File: src/rtl/uart_rx.sv
// rtl/uart_rx.sv - 8N1 UART receiver with mid-bit sampling and one-deep holding register
module uart_rx #(
  parameter int FULL_ETU = 434,
  parameter int HALF_ETU = FULL_ETU / 2
) (
  input  logic       clk,
  input  logic       rst,
  input  logic       din,
  output logic [7:0] data,
  output logic       valid,
  input  logic       ack,
  output logic       frame_err,
  output logic       overrun,
  output logic       busy
);

  localparam logic [2:0] S_IDLE      = 3'd0;
  localparam logic [2:0] S_START     = 3'd1;
  localparam logic [2:0] S_DATA      = 3'd2;
  localparam logic [2:0] S_STOP      = 3'd3;
  localparam logic [2:0] S_WAIT_HIGH = 3'd4;

  localparam logic [8:0] C_FULL = 9'(FULL_ETU);
  localparam logic [8:0] C_HALF = 9'(HALF_ETU);

  logic       r_sync1;
  logic       r_sync2;
  logic [2:0] r_state;
  logic [8:0] r_etu_cnt;
  logic [2:0] r_bit_cnt;
  logic [7:0] r_shreg;
  logic [7:0] r_data;
  logic       r_valid;
  logic       r_frame_err;
  logic       r_overrun;

  logic w_din_s;
  logic w_full;
  logic w_half;
  logic w_stop_pt;
  logic w_complete;
  logic w_bad_stop;

  assign w_din_s    = r_sync2;
  assign w_full     = (r_etu_cnt == C_FULL);
  assign w_half     = (r_etu_cnt == C_HALF);
  assign w_stop_pt  = (r_state == S_STOP) && w_full;
  assign w_complete = w_stop_pt && w_din_s;
  assign w_bad_stop = w_stop_pt && !w_din_s;

  assign data      = r_data;
  assign valid     = r_valid;
  assign frame_err = r_frame_err;
  assign overrun   = r_overrun;
  assign busy      = (r_state != S_IDLE);

  // Two-flop synchronizer for the asynchronous line; idles high out of reset.
  always_ff @(posedge clk) begin
    if (rst) begin
      r_sync1 <= 1'b1;
      r_sync2 <= 1'b1;
    end else begin
      r_sync1 <= din;
      r_sync2 <= r_sync1;
    end
  end

  // Deframing FSM; the ETU counter restarts on every transition and sample point.
  always_ff @(posedge clk) begin
    if (rst) begin
      r_state   <= S_IDLE;
      r_etu_cnt <= 9'd0;
      r_bit_cnt <= 3'd0;
      r_shreg   <= 8'h00;
    end else begin
      r_etu_cnt <= r_etu_cnt + 9'd1;
      case (r_state)
        S_IDLE: begin
          if (!w_din_s) begin
            r_state   <= S_START;
            r_etu_cnt <= 9'd0;
          end
        end
        S_START: begin
          if (w_half) begin
            r_etu_cnt <= 9'd0;
            r_bit_cnt <= 3'd0;
            r_state   <= w_din_s ? S_IDLE : S_DATA;
          end
        end
        S_DATA: begin
          if (w_full) begin
            r_etu_cnt <= 9'd0;
            r_shreg   <= {w_din_s, r_shreg[7:1]};
            r_bit_cnt <= r_bit_cnt + 3'd1;
            if (r_bit_cnt == 3'd7) begin
              r_state <= S_STOP;
            end
          end
        end
        S_STOP: begin
          if (w_full) begin
            r_etu_cnt <= 9'd0;
            r_state   <= w_din_s ? S_IDLE : S_WAIT_HIGH;
          end
        end
        S_WAIT_HIGH: begin
          if (w_din_s) begin
            r_etu_cnt <= 9'd0;
            r_state   <= S_IDLE;
          end
        end
        default: begin
          r_etu_cnt <= 9'd0;
          r_state   <= S_IDLE;
        end
      endcase
    end
  end

  // Holding register and error pulses; an ack in the completion cycle frees room for the new byte.
  always_ff @(posedge clk) begin
    if (rst) begin
      r_data      <= 8'h00;
      r_valid     <= 1'b0;
      r_frame_err <= 1'b0;
      r_overrun   <= 1'b0;
    end else begin
      r_frame_err <= w_bad_stop;
      r_overrun   <= 1'b0;
      if (w_complete) begin
        if (!r_valid || ack) begin
          r_data  <= r_shreg;
          r_valid <= 1'b1;
        end else begin
          r_overrun <= 1'b1;
        end
      end else if (ack) begin
        r_valid <= 1'b0;
      end
    end
  end

endmodule

File: config.mk
export PLATFORM = sky130hd
export DESIGN_NAME = uart_rx
export DESIGN_NICKNAME = d
export VERILOG_FILES = /design/src/rtl/uart_rx.sv
export SDC_FILE = /design/constraint.sdc
export NUM_CORES = 1
export LEC_CHECK = 0
export CAP_MARGIN = 20
export CORE_MARGIN = 3
export CORE_UTILIZATION = 50
export DETAILED_ROUTE_END_ITERATION = 6
export PLACE_DENSITY_LB_ADDON = 0.05
export RECOVER_POWER = 50
export SYNTH_ARGS = -nofsm -noshare
export SYNTH_HDL_FRONTEND = slang
export SYNTH_SLANG_ARGS = --single-unit
File: constraint.sdc
create_clock -name clk -period 5.1 [get_ports clk]
set_input_delay 1.02 -clock clk [delete_from_list [all_inputs] [get_ports clk]]
set_output_delay 1.02 -clock clk [all_outputs]
set_load 0.005 [all_outputs]
# After elaboration in Yosys (flattened, before gate mapping)
# Index checks and enable logic that the tools add are counted.
classes:
  n_addsub: 2
  n_mul: 0
  div_mod_pow: 0
  n_lt_le_gt_ge: 0
  n_eq_ne: 14
  shift: 0
  muxes: 21
  bitwise: 1
  reduce_logical: 17
ops:
  columns: ["cell", "count"]
  rows:
  - ["$mux W9", 4]
  - ["$pmux W9 S4", 1]
  - ["$mux W3", 9]
  - ["$pmux W3 S5", 1]
  - ["$ne A2 B2 Y1 const B", 6]
  - ["$add A9 B1 Y9 const B", 1]
  - ["$eq A9 B8 Y1 const B", 1]
  - ["$eq A9 B9 Y1 const B", 1]
  - ["$eq A3 B2 Y1 const B", 2]
  - ["$eq A3 B3 Y1 const B", 2]
  - ["$pmux W3 S2", 1]
  - ["$reduce_and A2 Y1", 3]
  - ["$reduce_and A6 Y1", 1]
  - ["$mux W1", 4]
  - ["$reduce_bool A2 Y1", 2]
  - ["$reduce_or A2 Y1", 2]
  - ["$add A3 B1 Y3 const B", 1]
  - ["$eq A3 B1 Y1 const B", 1]
  - ["$logic_and A1 B1 Y1", 3]
  - ["$logic_not A3 Y1", 1]
  - ["$reduce_and A3 Y1", 1]
  - ["$reduce_bool A3 Y1", 1]
  - ["$logic_not A1 Y1", 2]
  - ["$mux W2", 1]
  - ["3 further kinds", 3]
totals:
  register_bits: 36
  latchBits: 0
  mem_bits_rw: 0
  mem_bits_ro: 0
  input_bits: 4
  n_memories: 0

# Longest topological paths before layout
logic_depth:
  word_depth: 5
  depth_mapped: 8
  mapped_depth_nobuf: 6

# Least setup slack after synthesis
# OpenSTA, ideal clock, no wires.
synth_timing:
  path_kind: "input-to-reg"
  startpoint: "in ack"
  endpoint: "reg r_data[5] (netlist: data[5])"
  setup_time_ns: 0.128
  arrival_time_ns: 1.814
  required_time_ns: 4.972
  slack_ns: 3.159
  path_stages: 4
  cell_sequence: "nand2b_1 nand4_1 mux2i_1 nor2_1"
synth_via:
  elab_chain_cells: 2
synth_lines:
  columns: ["element", "line", "text"]
  rows:
  - ["from (decl)", "11", "input logic ack,"]
  - ["$logic_or A1 B1 Y1", "132", "if (!r_valid || ack) begin"]
  - ["$reduce_and A2 Y1 (no source line)", null, null]
  - ["to (signal assigned)", "133", "r_data <= r_shreg;"]
  - ["to (decl)", "32", "logic [7:0] r_data;"]
# Every way passes these cells.
# A chain may end at the register's enable or synchronous reset.

# Worst setup path after layout
layout_timing:
  startpoint: "reg r_state[2]"
  endpoint: "out busy"
layout_via:
  elab_chain_cells: 1
layout_lines:
  columns: ["element", "line", "text"]
  rows:
  - ["from (decl)", "28", "logic [2:0] r_state;"]
  - ["from (signal assigned)", "88", "r_state <= w_din_s ? S_IDLE : S_DATA;"]
  - ["from (signal assigned)", "104", "r_state <= w_din_s ? S_IDLE : S_WAIT_HIGH;"]
  - ["$reduce_bool A3 Y1", "55", "assign busy = (r_state != S_IDLE);"]
  - ["to (decl)", "14", "output logic busy"]
# Every way passes these cells.

==> run_results.csv <==
group,metric,value,unit
placement,dpl.hpwl,1.896,mm
route,drt-wirelength-per-cell,12.96,um
clock_network,cts_resized,0,
placement,port-buffer-count,15,
timing,rsz0062_at_grt,"no",
synth,avgSynthCellArea,9.772,um2
synth,synth_edf_count,0,
clock_network,cts.path.max_buffers,2,
worst_hold_path,whs_path_depth,1,
floorplan,row_count,19,
clock_network,root_buffer,"clkbuf_4",
worst_setup_path,slowest_delay,450,ps
worst_hold_path,worst_hold_path_type,"flip-flop to flip-flop",
cells_and_area,final_common_cell,"dfxtp_1",
synth,ys_ff_latch,36,
synth,yosysTopAreaCell,"dfxtp_1",
worst_setup_path,ff2ff_path_depth,6,
floorplan,die_x,61.57,um
worst_setup_path,crit_fanout,10,
synth,async_flop_share,0,%
worst_setup_path,critPathArrivalTime,1600,ps
floorplan,die_area,0.003791,mm2
worst_setup_path,crit_chain,"or3_1 -> clkdlybuf4s50_1",
route,ant_nets,0,
timing,timing.setup.tns,0,ps
worst_setup_path,reg2reg_slack,2970,ps
clock_network,htreeDepth,2,
route,remaining_drc_errors,0,
global_route,grt_first_pass_wirelength,4.643,mm
floorplan,die_h,61.57,um
run_status,status,"completed",
cells_and_area,final_cell_mix,"dfxtp_1 (36), nor2_1 (29), mux2i_1 (17)",
global_route,grt_max_degree,30,
power,peakVddDrop,0.0001880,V
run,cap_violations,0,
clock_network,post-cts-setup-buffers,0,
route,dr.pass1.iters,4,
cells_and_area,nets,181,
cells_and_area,final-instance-count-excl-fill,204,
route,routed_via_density,5.495,
floorplan,start_util,54.12,%
global_route,grt_pass1_vias,1108,
worst_setup_path,cp-end-kind,"output pin",
route,num_vias,1121,
synth,ys.flop_type,"dfxtp_1",
clock_network,clk_latency,340,ps
timing,fmax,381.1,MHz
floorplan,core_area,0.002853,mm2
worst_setup_path,required,4080,ps
worst_setup_path,slowest_stage,"clkdlybuf4s50_1",
route,drt_iter0_drc,31,
timing,finalMaxSlewViolations,0,
cells_and_area,fillers,274,
synth,ys_warn_count,0,
cells_and_area,antenna_cells,0,
worst_setup_path,worstSetupPathType,"flip-flop to output pin",
timing,fin_crit_sh,51.45,%
synth,synth_top_area_share,46.68,%
cells_and_area,drive_gt1_share,10.40,%
synth,synthTopCellsByArea,"dfxtp_1 (47%), mux2i_1 (11%), nor2_1 (7.1%)",
clock_network,tritoncts,"built",
timing,hold_violations,0,
cells_and_area,area_delta_synth_final,14.83,%
synth,synth_cell_types,31,
synth,ys_seq_area_share,46.68,%
timing,skew,8.197,ps
power,p_per_area,317.5,mW/mm2
route,wl,2.644,mm
timing,period_minus_slack,2624,ps
placement,placed_cells,196,
synth,synth.cell_area,0.001544,mm2
synth,synthCells,158,
global_route,grt.total_usage,17.01,%
clock_network,cts_buffers,5,
cells_and_area,utilization,62.15,%
placement,place.gp.congestion,0.7955,
global_route,antenna_found_initial,0,
clock_network,cts_sinks,36,
clock_network,clkTransAtPathRegs,110,ps
timing,timing.slew.headroom,38.21,%
worst_setup_path,start_kind,"flip-flop",
synth,synth_nets,167,
power,p_leak,0.8134,nW
timing,worstMarginPinSlew,923.8,ps
clock_network,cts_hold_buf,0,
timing,setup_viol,0,
floorplan,ioPinCount,16,
global_route,overflow,0,
## cell usage after synthesis (all sizes together) (4+ instances only)
master,count
nor3,5
xnor2,5
buf,4
ha,5
nand3,10
clkbuf,4
mux2i,17
nand4,4
a21oi,5
nor2,29
dfxtp,36
## worst max-delay path: cells and delay by family, from the launching register on
kind	cells	cell delay, ps
simple gates	1	400
buf+inv	1	450
flops	1	410
## routing by layer
metal,up-vias,global-route usage [%],wire (um)
met1,527,18.93,1216
met3,7,6.918,103
met5,-,0,0
li1,569,-,-
met2,18,28.40,1258
met4,0,7.576,66
## logic make-up (layout without fill, tap and decap cells)
| kind of cell | count (synthesis) | after routing | share of synthesized area (%) |
|---|---|---|---|
| xor+xnor | 8 | 8 | 4.538 |
| simple gates | 70 | 70 | 23.99 |
| compound gates | 8 | 8 | 3.728 |
| buf+inv | 11 | 26 | 3.322 |
| flops | 36 | 36 | 46.68 |
| fa+ha+maj | 5 | 5 | 4.052 |
| mux | 20 | 20 | 13.70 |
## flip-flops by register name, summed over array words and instances (netlist names)
register and flops:
r_sync2 1, data 8, overrun 1, r_state 3, r_sync1 1, frame_err 1, r_bit_cnt 3, valid 1
r_etu_cnt 9, r_shreg 8
## worst paths after layout
check                 endpoint         start
setup / recovery          busy    r_state[2]
hold / removal         r_sync2       r_sync1
setup reg to reg  r_bit_cnt[0]  r_etu_cnt[0]
hold reg to reg        r_sync2       r_sync1
## power breakdown
| part | internal [mW] | total, mW | leakage (nW) | switching, mW |
|---|---|---|---|---|
| registers | 0.290 | 0.305 | 0.291 | 0.0148 |
| clock network | 0.102 | 0.197 | 0.0412 | 0.0950 |
| logic | 0.0328 | 0.0607 | 0.481 | 0.0279 |
## stage by stage
| stage | power, mW | hold WS [ps] | area [um2] | worst slack [ps] |
|---|---|---|---|---|
| 2_1_floorplan | 0.3553 | 389.5 | 1544 | 3159 |
| 3_3_place_gp | 0.3701 | 393.8 | 1693 | 2384 |
| 3_5_place_dp | 0.3730 | 398.5 | 1693 | 2294 |
| 4_1_cts | 0.5700 | 424.0 | 1773 | 2454 |
| 5_1_grt | 0.5909 | 434.6 | 1773 | 2393 |
| 6_report | 0.5630 | 419.8 | 1773 | 2476 |
## cell type report
type	count	area, um2	area share (%)
Clock buffer	5	37.54	2.117
Clock inverter	3	42.54	2.399
Inverter	3	11.26	0.6351
Multi-Input combinational cell	111	772.0	43.54
Sequential cell	36	720.7	40.65
Tap cell	31	38.79	2.188
Timing Repair Buffer	15	150.1	8.469
No activity file was read; power rests on OpenSTA's default activity.
